[src/rtl/memory_port_arbiter_pkg.sv]
// memory_port_arbiter_pkg: shared types and constants for the memory port arbiter
package memory_port_arbiter_pkg;
    typedef enum logic [1:0] {IDLE, ISSUE, WAIT_RESP, RESPOND} state_t;
    typedef enum logic {OWNER_FETCH, OWNER_DATA} owner_t;
    localparam logic [3:0] BYTE_ENABLE_WORD = 4'b1111;
    typedef struct packed {
        logic        write;
        logic [31:0] address;
        logic [31:0] write_value;
        logic [3:0]  byte_enable;
    } payload_t;
    function automatic logic [31:0] word_align(input logic [31:0] address);
        return address & 32'hFFFF_FFFC;
    endfunction
endpackage

[src/rtl/memory_port_arbiter_watchdog_counter.sv]
// watchdog_counter: counts transaction cycles and flags when the timeout budget is used up
// Ports: clock/reset (async, active-high); clear zeroes the count; count_enable advances it;
// expired is high from the last allowed cycle onward.
module watchdog_counter #(
    parameter int TIMEOUT_CYCLES = 256
) (
    input  logic clock,
    input  logic reset,
    input  logic clear,
    input  logic count_enable,
    output logic expired
);
    localparam int COUNTER_WIDTH = $clog2(TIMEOUT_CYCLES + 1);
    logic [COUNTER_WIDTH-1:0] count;
    always_ff @(posedge clock or posedge reset) begin
        if (reset) count <= '0;
        else if (clear) count <= '0;
        else if (count_enable) count <= count + COUNTER_WIDTH'(1);
    end
    // Expiry is flagged on the last permitted cycle so the exit edge lands exactly on the budget.
    assign expired = count >= COUNTER_WIDTH'(TIMEOUT_CYCLES - 1);
endmodule

[src/rtl/memory_port_arbiter.sv]
// memory_port_arbiter: shares one memory port between fetch and load/store, round-robin, with watchdog
// Ports: clock/reset (async, active-high); fetch_* and data_* requester channels (request/grant,
// valid/data/error responses); memory_* request/ready/valid handshake toward memory.
module memory_port_arbiter
    import memory_port_arbiter_pkg::*;
#(
    parameter int TIMEOUT_CYCLES = 256
) (
    input  logic        clock,
    input  logic        reset,
    input  logic        fetch_request,
    input  logic [31:0] fetch_address,
    output logic        fetch_grant,
    output logic        fetch_valid,
    output logic [31:0] fetch_data,
    output logic        fetch_error,
    input  logic        data_request,
    input  logic        data_write,
    input  logic [31:0] data_address,
    input  logic [31:0] data_write_value,
    input  logic [3:0]  data_byte_enable,
    output logic        data_grant,
    output logic        data_valid,
    output logic [31:0] data_read_value,
    output logic        data_error,
    output logic        memory_request,
    output logic        memory_write,
    output logic [31:0] memory_address,
    output logic [31:0] memory_write_value,
    output logic [3:0]  memory_byte_enable,
    input  logic        memory_ready,
    input  logic        memory_valid,
    input  logic [31:0] memory_read_value
);
    state_t   state, state_next;
    owner_t   owner, owner_next, last_owner, last_owner_next;
    payload_t payload, payload_next;
    logic misaligned, misaligned_next, request_next, expired, fetch_win;
    logic respond, respond_error, fetch_grant_next, data_grant_next;
    logic fetch_valid_next, data_valid_next;
    logic [31:0] fetch_data_next, data_read_value_next;

    watchdog_counter #(.TIMEOUT_CYCLES(TIMEOUT_CYCLES)) watchdog (
        .clock(clock),
        .reset(reset),
        .clear(state == IDLE && state_next == ISSUE),
        .count_enable(state == ISSUE || state == WAIT_RESP),
        .expired(expired)
    );

    // Fetch wins when alone, or on a tie when data owned the previous transaction.
    assign fetch_win = fetch_request && (!data_request || last_owner == OWNER_DATA);

    always_comb begin
        state_next = state;
        owner_next = owner;
        last_owner_next = last_owner;
        payload_next = payload;
        misaligned_next = misaligned;
        request_next = memory_request;
        respond = 1'b0;
        respond_error = 1'b0;
        fetch_grant_next = 1'b0;
        data_grant_next = 1'b0;
        case (state)
            IDLE: if (fetch_request || data_request) begin
                owner_next = fetch_win ? OWNER_FETCH : OWNER_DATA;
                last_owner_next = owner_next;
                fetch_grant_next = fetch_win;
                data_grant_next = !fetch_win;
                misaligned_next = fetch_win && fetch_address[1:0] != 2'b00;
                payload_next = fetch_win
                    ? payload_t'{1'b0, word_align(fetch_address), 32'h0, BYTE_ENABLE_WORD}
                    : payload_t'{data_write, word_align(data_address), data_write_value, data_byte_enable};
                // A misaligned fetch is answered locally and never reaches memory.
                request_next = !misaligned_next;
                state_next = ISSUE;
            end
            ISSUE: begin
                // memory_valid only counts as the response once memory has accepted the request.
                respond = misaligned || (memory_ready && memory_valid) || expired;
                respond_error = misaligned || !(memory_ready && memory_valid);
                request_next = !respond && !memory_ready;
                state_next = respond ? RESPOND : memory_ready ? WAIT_RESP : ISSUE;
            end
            WAIT_RESP: begin
                respond = memory_valid || expired;
                respond_error = !memory_valid;
                state_next = respond ? RESPOND : WAIT_RESP;
            end
            RESPOND: state_next = IDLE;
            default: state_next = IDLE;
        endcase
    end

    assign fetch_valid_next = respond && owner == OWNER_FETCH;
    assign data_valid_next = respond && owner == OWNER_DATA;
    assign fetch_data_next = (fetch_valid_next && !respond_error) ? memory_read_value : 32'h0;
    assign data_read_value_next = (data_valid_next && !respond_error) ? memory_read_value : 32'h0;

    always_ff @(posedge clock or posedge reset) begin
        if (reset) begin
            state <= IDLE;
            owner <= OWNER_FETCH;
            last_owner <= OWNER_FETCH;
            payload <= '0;
            misaligned <= 1'b0;
            memory_request <= 1'b0;
            fetch_grant <= 1'b0;
            data_grant <= 1'b0;
            fetch_valid <= 1'b0;
            data_valid <= 1'b0;
            fetch_error <= 1'b0;
            data_error <= 1'b0;
            fetch_data <= '0;
            data_read_value <= '0;
        end else begin
            state <= state_next;
            owner <= owner_next;
            last_owner <= last_owner_next;
            payload <= payload_next;
            misaligned <= misaligned_next;
            memory_request <= request_next;
            fetch_grant <= fetch_grant_next;
            data_grant <= data_grant_next;
            fetch_valid <= fetch_valid_next;
            data_valid <= data_valid_next;
            fetch_error <= fetch_valid_next && respond_error;
            data_error <= data_valid_next && respond_error;
            fetch_data <= fetch_data_next;
            data_read_value <= data_read_value_next;
        end
    end

    assign memory_write = payload.write;
    assign memory_address = payload.address;
    assign memory_write_value = payload.write_value;
    assign memory_byte_enable = payload.byte_enable;
endmodule

[config.mk]
export PLATFORM = sky130hd
export DESIGN_NAME = memory_port_arbiter
export DESIGN_NICKNAME = d
export VERILOG_FILES = /design/src/rtl/memory_port_arbiter_pkg.sv /design/src/rtl/memory_port_arbiter_watchdog_counter.sv /design/src/rtl/memory_port_arbiter.sv
export SDC_FILE = /design/constraint.sdc
export NUM_CORES = 1
export LEC_CHECK = 0
export BUFFER_PORTS_ARGS = -buffer_cell sky130_fd_sc_hd__buf_2
export CAP_MARGIN = 20
export CORE_UTILIZATION = 45
export DETAILED_ROUTE_END_ITERATION = 10
export PLACE_DENSITY = 0.78
export SETUP_SLACK_MARGIN = 0.2
export SKIP_LAST_GASP = 1
export SLEW_MARGIN = 15
export SYNTH_ARGS = -nofsm -noshare
export SYNTH_HDL_FRONTEND = slang
export SYNTH_SLANG_ARGS = --single-unit
[constraint.sdc]
create_clock -name clock -period 12.8 [get_ports clock]
set_input_delay 1.28 -clock clock [delete_from_list [all_inputs] [get_ports clock]]
set_output_delay 1.28 -clock clock [all_outputs]
set_load 0.01 [all_outputs]
==> impl_metrics.sql <==
INSERT INTO impl_metrics (metric_group, metric, value, unit) VALUES
('grt', 'grt.overflow.total', '0', ''),
('power_and_ir_drop', 'clock_group_share_of_total_power', '29.3', '%'),
('logic_synthesis', 'compound_cell_area_share_of_the_yosys_netlist', '10.8', '%'),
('critical_path', 'end_kind', 'flop', ''),
('critical_path', 'rr_worst_depth', '7', ''),
('clock_network', 'cts_buffer_depth', '2', ''),
('timing', 'slew_viol_final', '0', ''),
('power_and_ir_drop', 'cellPowerDensity', '217', 'nW/µm²'),
('logic_synthesis', 'synth_top_family_by_area', 'simple AND/OR/NAND/NOR gates', ''),
('final_layout', 'post_route_cells_drive_above_1_share', '43.5', '%'),
('critical_path', 'critical_path.n_buffers_inverters', '2', ''),
('critical_path', 'worstPathRequired', '13050', 'ps'),
('critical_path', 'worst_path_dominant_cell_family', 'compound AO/OA/AOI/OAI gates', ''),
('clock_network', 'cts.htree.levels', '4', ''),
('critical_path', 'end_of_the_worst_register_to_register_path', 'data_error$_DFF_PP0_', ''),
('power_and_ir_drop', 'ir_drop', '0.000106', 'V'),
('clock_network', 'root_buffer', 'sky130_fd_sc_hd__clkbuf_16', ''),
('logic_synthesis', 'synth_top_cell_area_share', '64.2', '%'),
('route', 'routed-via-count', '4410', ''),
('min_path', 'path_class_of_the_lowest_slack_min_delay_path', 'reg2reg', ''),
('grt', 'grt_first_pass_wirelength', '20900', 'µm'),
('floorplanning', 'floorplan.die.width', '116', 'µm'),
('critical_path', 'crit-reg2reg-launch', 'watchdog.count[0]$_DFFE_PP0P_', ''),
('floorplanning', 'core_area', '12700', 'µm²'),
('floorplanning', 'io-pin-count', '279', ''),
('route', 'ant_nets', '0', ''),
('critical_path', 'cp.arrival', '2850', 'ps'),
('critical_path', 'crit_path_max_fanout', '72', ''),
('status', 'status', 'finished clean', ''),
('logic_synthesis', 'yosysWarnings', '0', ''),
('timing', 'final_min_period_over_clock_period', '20.3', '%'),
('grt', 'grt_util_all_layers', '20.7', '%'),
('logic_synthesis', 'synth_area_per_cell', '12.9', 'µm²'),
('timing', 'worst_slew_pin_slew', '672', 'ps'),
('clock_network', 'cts.repair.resized', '0', ''),
('logic_synthesis', 'ys_seq_elements', '151', ''),
('power_and_ir_drop', 'power.switching_fraction', '32.8', '%'),
('power_and_ir_drop', 'combPwrFrac', '31.2', '%'),
('timing', 'final-setup-viol-count', '0', ''),
('clock_network', 'post_cts.repair.setup_buffers', '0', ''),
('min_path', 'worst_hold_startpoint', 'memory_address[31]$_DFFE_PP0P_', ''),
('critical_path', 'worst_setup_path_start_kind', 'input port', ''),
('logic_synthesis', 'mux_contribution_to_synthesized_area', '5.53', '%'),
('logic_synthesis', 'post_synth_fa_ha_maj_area_fraction', '1.06', '%'),
('logic_synthesis', 'yosys.cell_types.count', '46', ''),
('final_layout', 'layout.filler_cells', '1005', ''),
('power_and_ir_drop', 'p_leak', '0.00444', 'µW'),
('critical_path', 'critical_path.max_stage_delay', '620', 'ps'),
('power_and_ir_drop', 'total_switching_power', '566', 'µW'),
('flow_run', 'max_cap_viol_count', '0', ''),
('floorplanning', 'design.die.area', '13500', 'µm²'),
('timing', 'maxSlewHeadroom', '55.1', '%'),
('logic_synthesis', 'synth.cell_area', '5880', 'µm²'),
('place', 'count_of_buffers_from_port_buffering', '274', ''),
('timing', 'finClkSkew', '7.20', 'ps'),
('timing', 'setup_repair_after_global_routing_missed_its_margin', 'no', ''),
('clock_network', 'tritoncts', 'built', ''),
('clock_network', 'cts_hold_repair.buffers', '0', ''),
('final_layout', 'areaGrowthSynthToFinish', '34.8', '%'),
('critical_path', 'slowest_stage', 'sky130_fd_sc_hd__buf_4', ''),
('logic_synthesis', 'post_synth_and_or_nand_nor_area_fraction', '13.2', '%'),
('floorplanning', 'standard_cell_rows', '41', ''),
('timing', 'timing_hold_violations_final', '0', ''),
('floorplanning', 'start_util', '46.4', '%'),
('clock_network', 'numCtsBuffers', '17', ''),
('timing', 'timing.fmax', '385', 'MHz'),
('min_path', 'hold_depth', '2', ''),
('route', 'first_pass_iters', '5', ''),
('final_layout', 'diodes', '0', ''),
('logic_synthesis', 'ys_top_cells_by_area', 'sky130_fd_sc_hd__dfrtp_1 (64%), sky130_fd_sc_hd__and2_1 (7.0%), sky130_fd_sc_hd__mux2i_1 (5.3%)', ''),
('power_and_ir_drop', 'fin_total_pwr', '1720', 'µW');
-- Yosys cell counts, drive strengths merged --
cell / number
nand2b: 2
o21ai: 38
and4: 3
a21oi: 1
ha: 5
clkbuf: 4
buf: 24
o22a: 4
a2111oi: 2
and4b: 1
nor2: 14
conb: 1
a22o: 33
nand3: 1
o211ai: 1
and2: 66
a211oi: 3
nand2: 38
a221oi: 1
inv: 7
nor4: 1
and3: 1
nand4: 4
nor3: 2
o2111ai: 1
mux2i: 31
a32oi: 1
xnor2: 2
xor2: 5
dfrtp: 151
mux2: 1
nor2b: 3
a31oi: 3
nor4b: 1
-- metal layers --
layer  up-vias  GRT usage [%]  part of all wire (%)
met3        29           5.97                   6.4
met4         0           10.3                   2.6
met5         -              0                     0
li1       2102              -                     -
met2       179           35.0                    52
met1      2100           24.1                    39
-- cell families (layout without fill, tap and decap cells) --
kind of cell | count (synthesis) | in the layout
adder cells (fa/ha/maj) | 5 | 5
flip-flops | 151 | 151
AND/OR/NAND/NOR | 137 | 137
AO/OA/AOI/OAI | 88 | 88
buffers and inverters | 35 | 316
XOR/XNOR | 7 | 7
multiplexers | 32 | 32
other | 1 | 2
-- final cells by class --
class / instances / area, µm² / share of cell area, %
repair buffers: 278 / 1420 / 17.9
inverters: 7 / 33.8 / 0.426
clock inverters: 10 / 146 / 1.85
multi-input cells: 271 / 1870 / 23.6
clock buffers: 21 / 460 / 5.81
flip-flops and latches: 151 / 3780 / 47.7
well taps: 172 / 215 / 2.71
-- cell usage in the layout (no fill, tap or decap), types with 4 or more instances in the layout --
cell	count
sky130_fd_sc_hd__a22o_1	33
sky130_fd_sc_hd__and2_1	66
sky130_fd_sc_hd__buf_2	274
sky130_fd_sc_hd__clkbuf_16	17
sky130_fd_sc_hd__clkinv_4	4
sky130_fd_sc_hd__dfrtp_1	151
sky130_fd_sc_hd__ha_1	5
sky130_fd_sc_hd__inv_1	5
sky130_fd_sc_hd__mux2i_1	31
sky130_fd_sc_hd__nand2_1	36
sky130_fd_sc_hd__nor2_1	13
sky130_fd_sc_hd__o21ai_0	31
sky130_fd_sc_hd__o21ai_1	6
sky130_fd_sc_hd__o22a_1	4
sky130_fd_sc_hd__xor2_1	5
-- stage by stage --
step           cells  instance area [µm²]  util [%]  setup WS [ps]
2_1_floorplan    457                 5890         -           7460
3_3_place_gp     878                 7290      57.6           9880
3_5_place_dp     878                 7290      57.6           9750
4_1_cts          909                 7900      62.3          10200
5_1_grt          910                 7930      62.6          10080
6_report         910                 7930      62.6          10200
-- registers in the layout, indices dropped and copies added (netlist names), 2 cells and up --
name	cells
memory_address	30
state	2
data_read_value	32
fetch_data	32
memory_write_value	32
memory_byte_enable	4
watchdog.count	9
-- how the worst max path moves through the flow --
stage | cells past startpoint | startpoint | to
6_report | 4 | fetch_request | memory_address[12]$_DFFE_PP0P_
5_1_grt | 4 | fetch_request | memory_address[3]$_DFFE_PP0P_
4_1_cts | 4 | fetch_request | memory_address[12]$_DFFE_PP0P_
3_5_place_dp | 4 | fetch_request | memory_address[12]$_DFFE_PP0P_
3_3_place_gp | 4 | fetch_request | memory_address[11]$_DFFE_PP0P_
2_1_floorplan | 1 | reset | data_error$_DFF_PP0_
-- power by group through the flow --
| stage | logic, µW | clock network (µW) | registers [µW] |
|---|---|---|---|
| 4_1_cts | 544 | 515 | 681 |
| 6_report | 538 | 504 | 681 |
| 3_5_place_dp | 541 | 0 | 688 |
| 5_1_grt | 595 | 538 | 697 |
| 3_3_place_gp | 524 | 0 | 680 |
| 2_1_floorplan | 290 | 0 | 740 |
-- tightest hold or removal path, delay by kind of cell, from the launching register on --
kind / cells / cell delay, ps
AND/OR/NAND/NOR: 1 / 50
AO/OA/AOI/OAI: 1 / 60
flip-flops: 1 / 330
No activity file was read; power rests on OpenSTA's default activity.
